File: src/rtl/gift_cofb_ks_seq.sv
// GIFT-COFB key-schedule sequencer: loads a 128-bit key in four beats, then
// emits ROUNDS (U,V) round-key pairs, using an external ISE unit for each update.
module gift_cofb_ks_seq #(
  parameter int unsigned ROUNDS = 40
) (
  input  logic        clk,
  input  logic        rst_n,
  input  logic        key_valid,
  output logic        key_ready,
  input  logic [31:0] key_word,
  input  logic        abort,
  output logic        rk_valid,
  input  logic        rk_ready,
  output logic [31:0] rk_u,
  output logic [31:0] rk_v,
  output logic [5:0]  rk_idx,
  output logic        rk_last,
  output logic        busy,
  output logic        ise_op_keyupdate,
  output logic [31:0] ise_rs1,
  output logic [4:0]  ise_imm,
  input  logic [31:0] ise_rd
);

  localparam int unsigned WW = 32;
  localparam int unsigned RW = 6;
  localparam logic [RW-1:0] LAST_R = RW'(ROUNDS - 1);

  typedef enum logic [1:0] {IDLE, LOAD, EMIT, UPDATE} state_t;

  state_t          state_q, state_d;
  logic [WW-1:0]   w_q [4];
  logic [WW-1:0]   w_d [4];
  logic [RW-1:0]   round_q, round_d;
  logic [1:0]      beat_q, beat_d;

  logic            key_ready_d, rk_valid_d, rk_last_d, busy_d, ise_op_d;
  logic [WW-1:0]   rk_u_d, rk_v_d, ise_rs1_d;
  logic [RW-1:0]   rk_idx_d;

  assign ise_imm = 5'd0;

  // State, key words and registered outputs
  always_ff @(posedge clk or negedge rst_n) begin
    if (!rst_n) begin
      state_q          <= IDLE;
      for (int i = 0; i < 4; i++) w_q[i] <= '0;
      round_q          <= '0;
      beat_q           <= '0;
      key_ready        <= 1'b1;
      rk_valid         <= 1'b0;
      rk_u             <= '0;
      rk_v             <= '0;
      rk_idx           <= '0;
      rk_last          <= 1'b0;
      busy             <= 1'b0;
      ise_op_keyupdate <= 1'b0;
      ise_rs1          <= '0;
    end else begin
      state_q          <= state_d;
      for (int i = 0; i < 4; i++) w_q[i] <= w_d[i];
      round_q          <= round_d;
      beat_q           <= beat_d;
      key_ready        <= key_ready_d;
      rk_valid         <= rk_valid_d;
      rk_u             <= rk_u_d;
      rk_v             <= rk_v_d;
      rk_idx           <= rk_idx_d;
      rk_last          <= rk_last_d;
      busy             <= busy_d;
      ise_op_keyupdate <= ise_op_d;
      ise_rs1          <= ise_rs1_d;
    end
  end

  // Next state; abort overrides every transition and clears the key
  always_comb begin
    state_d = state_q;
    for (int i = 0; i < 4; i++) w_d[i] = w_q[i];
    round_d = round_q;
    beat_d  = beat_q;
    if (abort) begin
      state_d = IDLE;
      for (int i = 0; i < 4; i++) w_d[i] = '0;
      round_d = '0;
      beat_d  = '0;
    end else begin
      case (state_q)
        IDLE: begin
          if (key_valid) begin
            w_d[0]  = key_word;
            beat_d  = 2'd1;
            state_d = LOAD;
          end
        end
        LOAD: begin
          if (key_valid) begin
            w_d[beat_q] = key_word;
            beat_d      = beat_q + 2'd1;
            if (beat_q == 2'd3) begin
              state_d = EMIT;
              round_d = '0;
            end
          end
        end
        EMIT: begin
          if (rk_ready) state_d = (round_q == LAST_R) ? IDLE : UPDATE;
        end
        UPDATE: begin
          w_d[0]  = w_q[1];
          w_d[1]  = w_q[2];
          w_d[2]  = w_q[3];
          w_d[3]  = ise_rd;
          round_d = round_q + RW'(1);
          state_d = EMIT;
        end
        default: state_d = IDLE;
      endcase
    end
  end

  // Output values decoded from the next state so the ports come straight from flops
  always_comb begin
    key_ready_d = (state_d == IDLE) || (state_d == LOAD);
    rk_valid_d  = (state_d == EMIT);
    busy_d      = (state_d != IDLE);
    ise_op_d    = (state_d == UPDATE);
    rk_u_d      = rk_valid_d ? w_d[2] : '0;
    rk_v_d      = rk_valid_d ? w_d[0] : '0;
    rk_idx_d    = rk_valid_d ? round_d : '0;
    rk_last_d   = rk_valid_d && (round_d == LAST_R);
    ise_rs1_d   = ise_op_d ? w_d[0] : '0;
  end

endmodule

File: config.mk
export PLATFORM = sky130hd
export DESIGN_NAME = gift_cofb_ks_seq
export DESIGN_NICKNAME = d
export VERILOG_FILES = /design/src/rtl/gift_cofb_ks_seq.sv
export SDC_FILE = /design/constraint.sdc
export NUM_CORES = 1
export LEC_CHECK = 0
export CORE_MARGIN = 2
export CORE_UTILIZATION = 33
export DETAILED_ROUTE_END_ITERATION = 8
export PLACE_DENSITY = 0.56
export SLEW_MARGIN = 40
export SYNTH_ARGS = -nofsm -noshare
export SYNTH_HDL_FRONTEND = slang
export SYNTH_SLANG_ARGS = --single-unit
File: constraint.sdc
create_clock -name clk -period 2.1 [get_ports clk]
set_input_delay 0.21 -clock clk [delete_from_list [all_inputs] [get_ports clk]]
set_output_delay 0.21 -clock clk [all_outputs]
set_load 0.01 [all_outputs]
==> key figures <==
Run status
  – Status: finished clean

Floorplan
  – Core region area: 0.0314 mm^2
  – Initial core utilization: 33.4%
  – I/O pin cnt: 181
  – Die height: 182 um
  – Die Width: 182 um
  – FP Rows: 65
  – Die area: 0.0332 mm^2

Critical path
  – Reg-to-Reg End: ise_rs1[18]
  – Critical path class: reg2reg
  – Setup crit end kind: flip-flop
  – Slowest cell on crit path: dfrtp_1
  – R2R Setup Slk: 0.14 ns
  – Worst Path Arrival: 2.39 ns
  – Slowest stage delay, CP: 0.46 ns
  – Path depth of the worst reg2reg path: 7
  – CP max FO: 20
  – Startpoint types: flip-flop
  – Critical R2R Launch: round_q[0]
  – Sequence of cells on the critical path: ha_1 > nor4bb_2 > a21oi_1 > nand2_1 > inv_1 > buf_4 > and2_1
  – Worst path required time: 2.53 ns

Synthesis
  – Cell variety after synth: 47
  – Synthesized area per cell: 10.7 um^2
  – Post-synth ARST share: 100%
  – EDFF count, synth: 0
  – Top cells by area, synth: dfrtp_1 58%, mux2i_1 6.1%, a22o_1 5.3%
  – Yosys top cell area share: 58.2%
  – FF+latch count, synth: 245
  – Syn Std Cell Area: 0.0105 mm^2
  – Syn Inst Count: 978
  – Register area share after synthesis: 58.5%
  – Primary FF master, synth: dfrtp_1
  – Yosys warnings: 0
  – Top cell type by total area after synthesis: dfrtp_1

Place
  – Dpl hpwl: 20000 um
  – GPL Wtd Cong: 0.831
  – Placed inst area: 0.0130 mm^2
  – Placed Instances: 1525
  – IO buf count: 175
  – Post-placement setup slack: 0.0219 ns

Finish
  – Final core utilization: 44.5%
  – Most frequent cells in the layout: 244 x dfrtp_1, 173 x clkdlybuf4s50_1, 105 x nand2_1
  – Nets: 1232
  – Antenna diode count: 0
  – Most common cell after layout, fill and taps aside: dfrtp_1
  – Area delta synth->final: 33.3%
  – Fin area: 0.0140 mm^2
  – Share of cells above drive strength 1: 9.79%
  – Fin cells: 1577

Pwr
  – P_sw: 2430 uW
  – Register share of total power: 45.1%
  – Sw Ratio: 22.9%
  – Internal: 8210 uW
  – Clock share of power: 47.5%
  – Worst IR Drop VDD: 0.000627 V
  – Pwr/cell area: 762 mW/mm^2
  – Pleak: 0.00600 uW
  – Comb pwr share: 7.4%

Clocking
  – Clock latency on the worst-skew pair: 0.55 ns
  – H-tree lvl count: 1
  – Clock sink total: 245
  – Clock transition at path regs: 0.06 ns
  – CTS tree: yes
  – Root Buffer: clkbuf_16
  – TritonCTS Buffers: 28
  – Deepest clock path buffer count: 3

Timing
  – Min Tclk post-route: 1.96 ns
  – RSZ-0062 raised after global routing: no
  – Worst Max-Slew Pin Slew: 0.657 ns
  – Final period util: 93.3%
  – Normalized max-slew margin: 56.2%
  – Final Hold Viols: 0
  – FMAX: 0.510 GHz
  – Final setup violation count: 0
  – Setup TNS: 0 ns
  – Fin. max-slew vios: 0
  – Final Worst Setup Slack: 0.140 ns
  – Final Skew: 0.0189 ns

Global route
  – Number of global-route vias before repair: 8292
  – Grt peak-use layer: met2
  – Global route overflow: 0
  – Largest net degree at the start of global routing: 65
  – Met2 usage: 30.1%
  – Total GRT Usage: 18.8%
  – First-pass GRT wire length: 49300 um
  – Antenna violations before repair: 1
  – Met3 Track Usage GR: 2.93%
  – GR Util met1: 27.0%

Detailed routing
  – Via Count: 8095
  – DR WL/cell: 19.7 um
  – Final ANT Viol Nets: 0
  – Total routed wirelength: 31000 um
  – Number of DRC markers in iteration 0: 578
  – Drt via density: 5.13
  – DRC viols: 0
  – DR pass1 iterations: 5

Min path
  – Hold/Removal Path Class: in2async

Job
  – Max Cap Viol: 0
-- Yosys cell counts, types with 31 or more instances --
cell type,instances
a21oi_1,41
clkbuf_1,35
a22o_1,64
o21ai_0,79
dfrtp_1,244
nor2_1,80
buf_2,36
nand2_1,106
mux2i_1,64
and2_1,66
a22oi_1,31
-- power by group through the flow --
| stage | Combinational [uW] | Clock (uW) | Sequential (uW) |
|---|---|---|---|
| after floorplan | 324 | 0 | 4880 |
| after global placement | 781 | 0 | 4880 |
| after detailed placement | 789 | 0 | 4880 |
| after CTS | 794 | 5180 | 4800 |
| after global routing | 867 | 5390 | 4800 |
| final | 790 | 5060 | 4800 |
-- worst max-delay path, delay by kind of cell (launching register included) --
family / cells / cell delay [ns]
adders and majority gates: 1 / 0.24
DFF: 1 / 0.46
AOI/OAI and AO/OA: 1 / 0.15
buffers and inverters: 2 / 0.29
and+or+nand+nor: 3 / 0.70
-- repair_timing --
action / 4_1_cts / 5_1_grt
endpoints found under the hold margin: 58 / 0
endpoints found under the setup margin: 0 / 38
resized for setup: 0 / 3
hold buffers: 2 / 0
buffers inserted: 0 / 3
-- area by class of cell --
type / count / area, um^2
clock inverter: 8 / 154
sequential: 245 / 6130
tap: 402 / 503
clock buffer: 39 / 802
inverter: 12 / 48.8
timing repair buffer: 228 / 2330
fill: 3024 / 17400
multi-input combinational: 643 / 4010
-- state kept, by name, summed over array words and instances (netlist names) --
register / flops
rk_valid: 1
ise_op_keyupdate: 1
round_q: 6
rk_u: 32
busy: 1
rk_idx: 6
ise_rs1: 32
key_ready: 1
w_q: 128
beat_q: 2
rk_v: 32
state_q: 2
rk_last: 1
-- per-stage QoR --
| stage | power, uW | hold slack (ns) |
|---|---|---|
| floorplan | 5200 | -0.0856 |
| global placement | 5660 | 0.209 |
| detailed placement | 5670 | 0.210 |
| CTS | 10800 | 0.217 |
| global route | 11100 | 0.254 |
| finish | 10600 | 0.217 |
-- kinds of logic (layout without fill, tap and decap cells) --
family,Yosys count,count (layout),share of synthesized area (%)
and+or+nand+nor,297,297,13.3
AOI/OAI and AO/OA,272,272,17.5
DFF,245,245,58.5
buffers and inverters,94,287,3.97
muxes,64,64,6.11
adders and majority gates,5,5,0.596
other,1,5,0.0358
-- worst max path at each step --
stage                     slack [ns]          end       start  cells after the start
final                           0.14  ise_rs1[18]  round_q[0]                      7
after global routing           0.008  ise_rs1[18]  round_q[0]                      7
after global placement          0.02     rk_u[21]  state_q[0]                      5
after CTS                       0.03      w_q[47]  state_q[0]                      5
after floorplan                 0.26     rk_u[15]   beat_q[0]                      9
after detailed placement        0.02      rk_v[2]   key_valid                      7
-- per-layer routing --
| metal | vias to the layer above | wire, um |
|---|---|---|
| li1 | 3783 | - |
| met4 | 2 | 561 |
| met1 | 4053 | 14400 |
| met2 | 219 | 14400 |
| met5 | - | 11 |
| met3 | 38 | 1590 |
No activity file was read; power rests on OpenSTA's default activity.
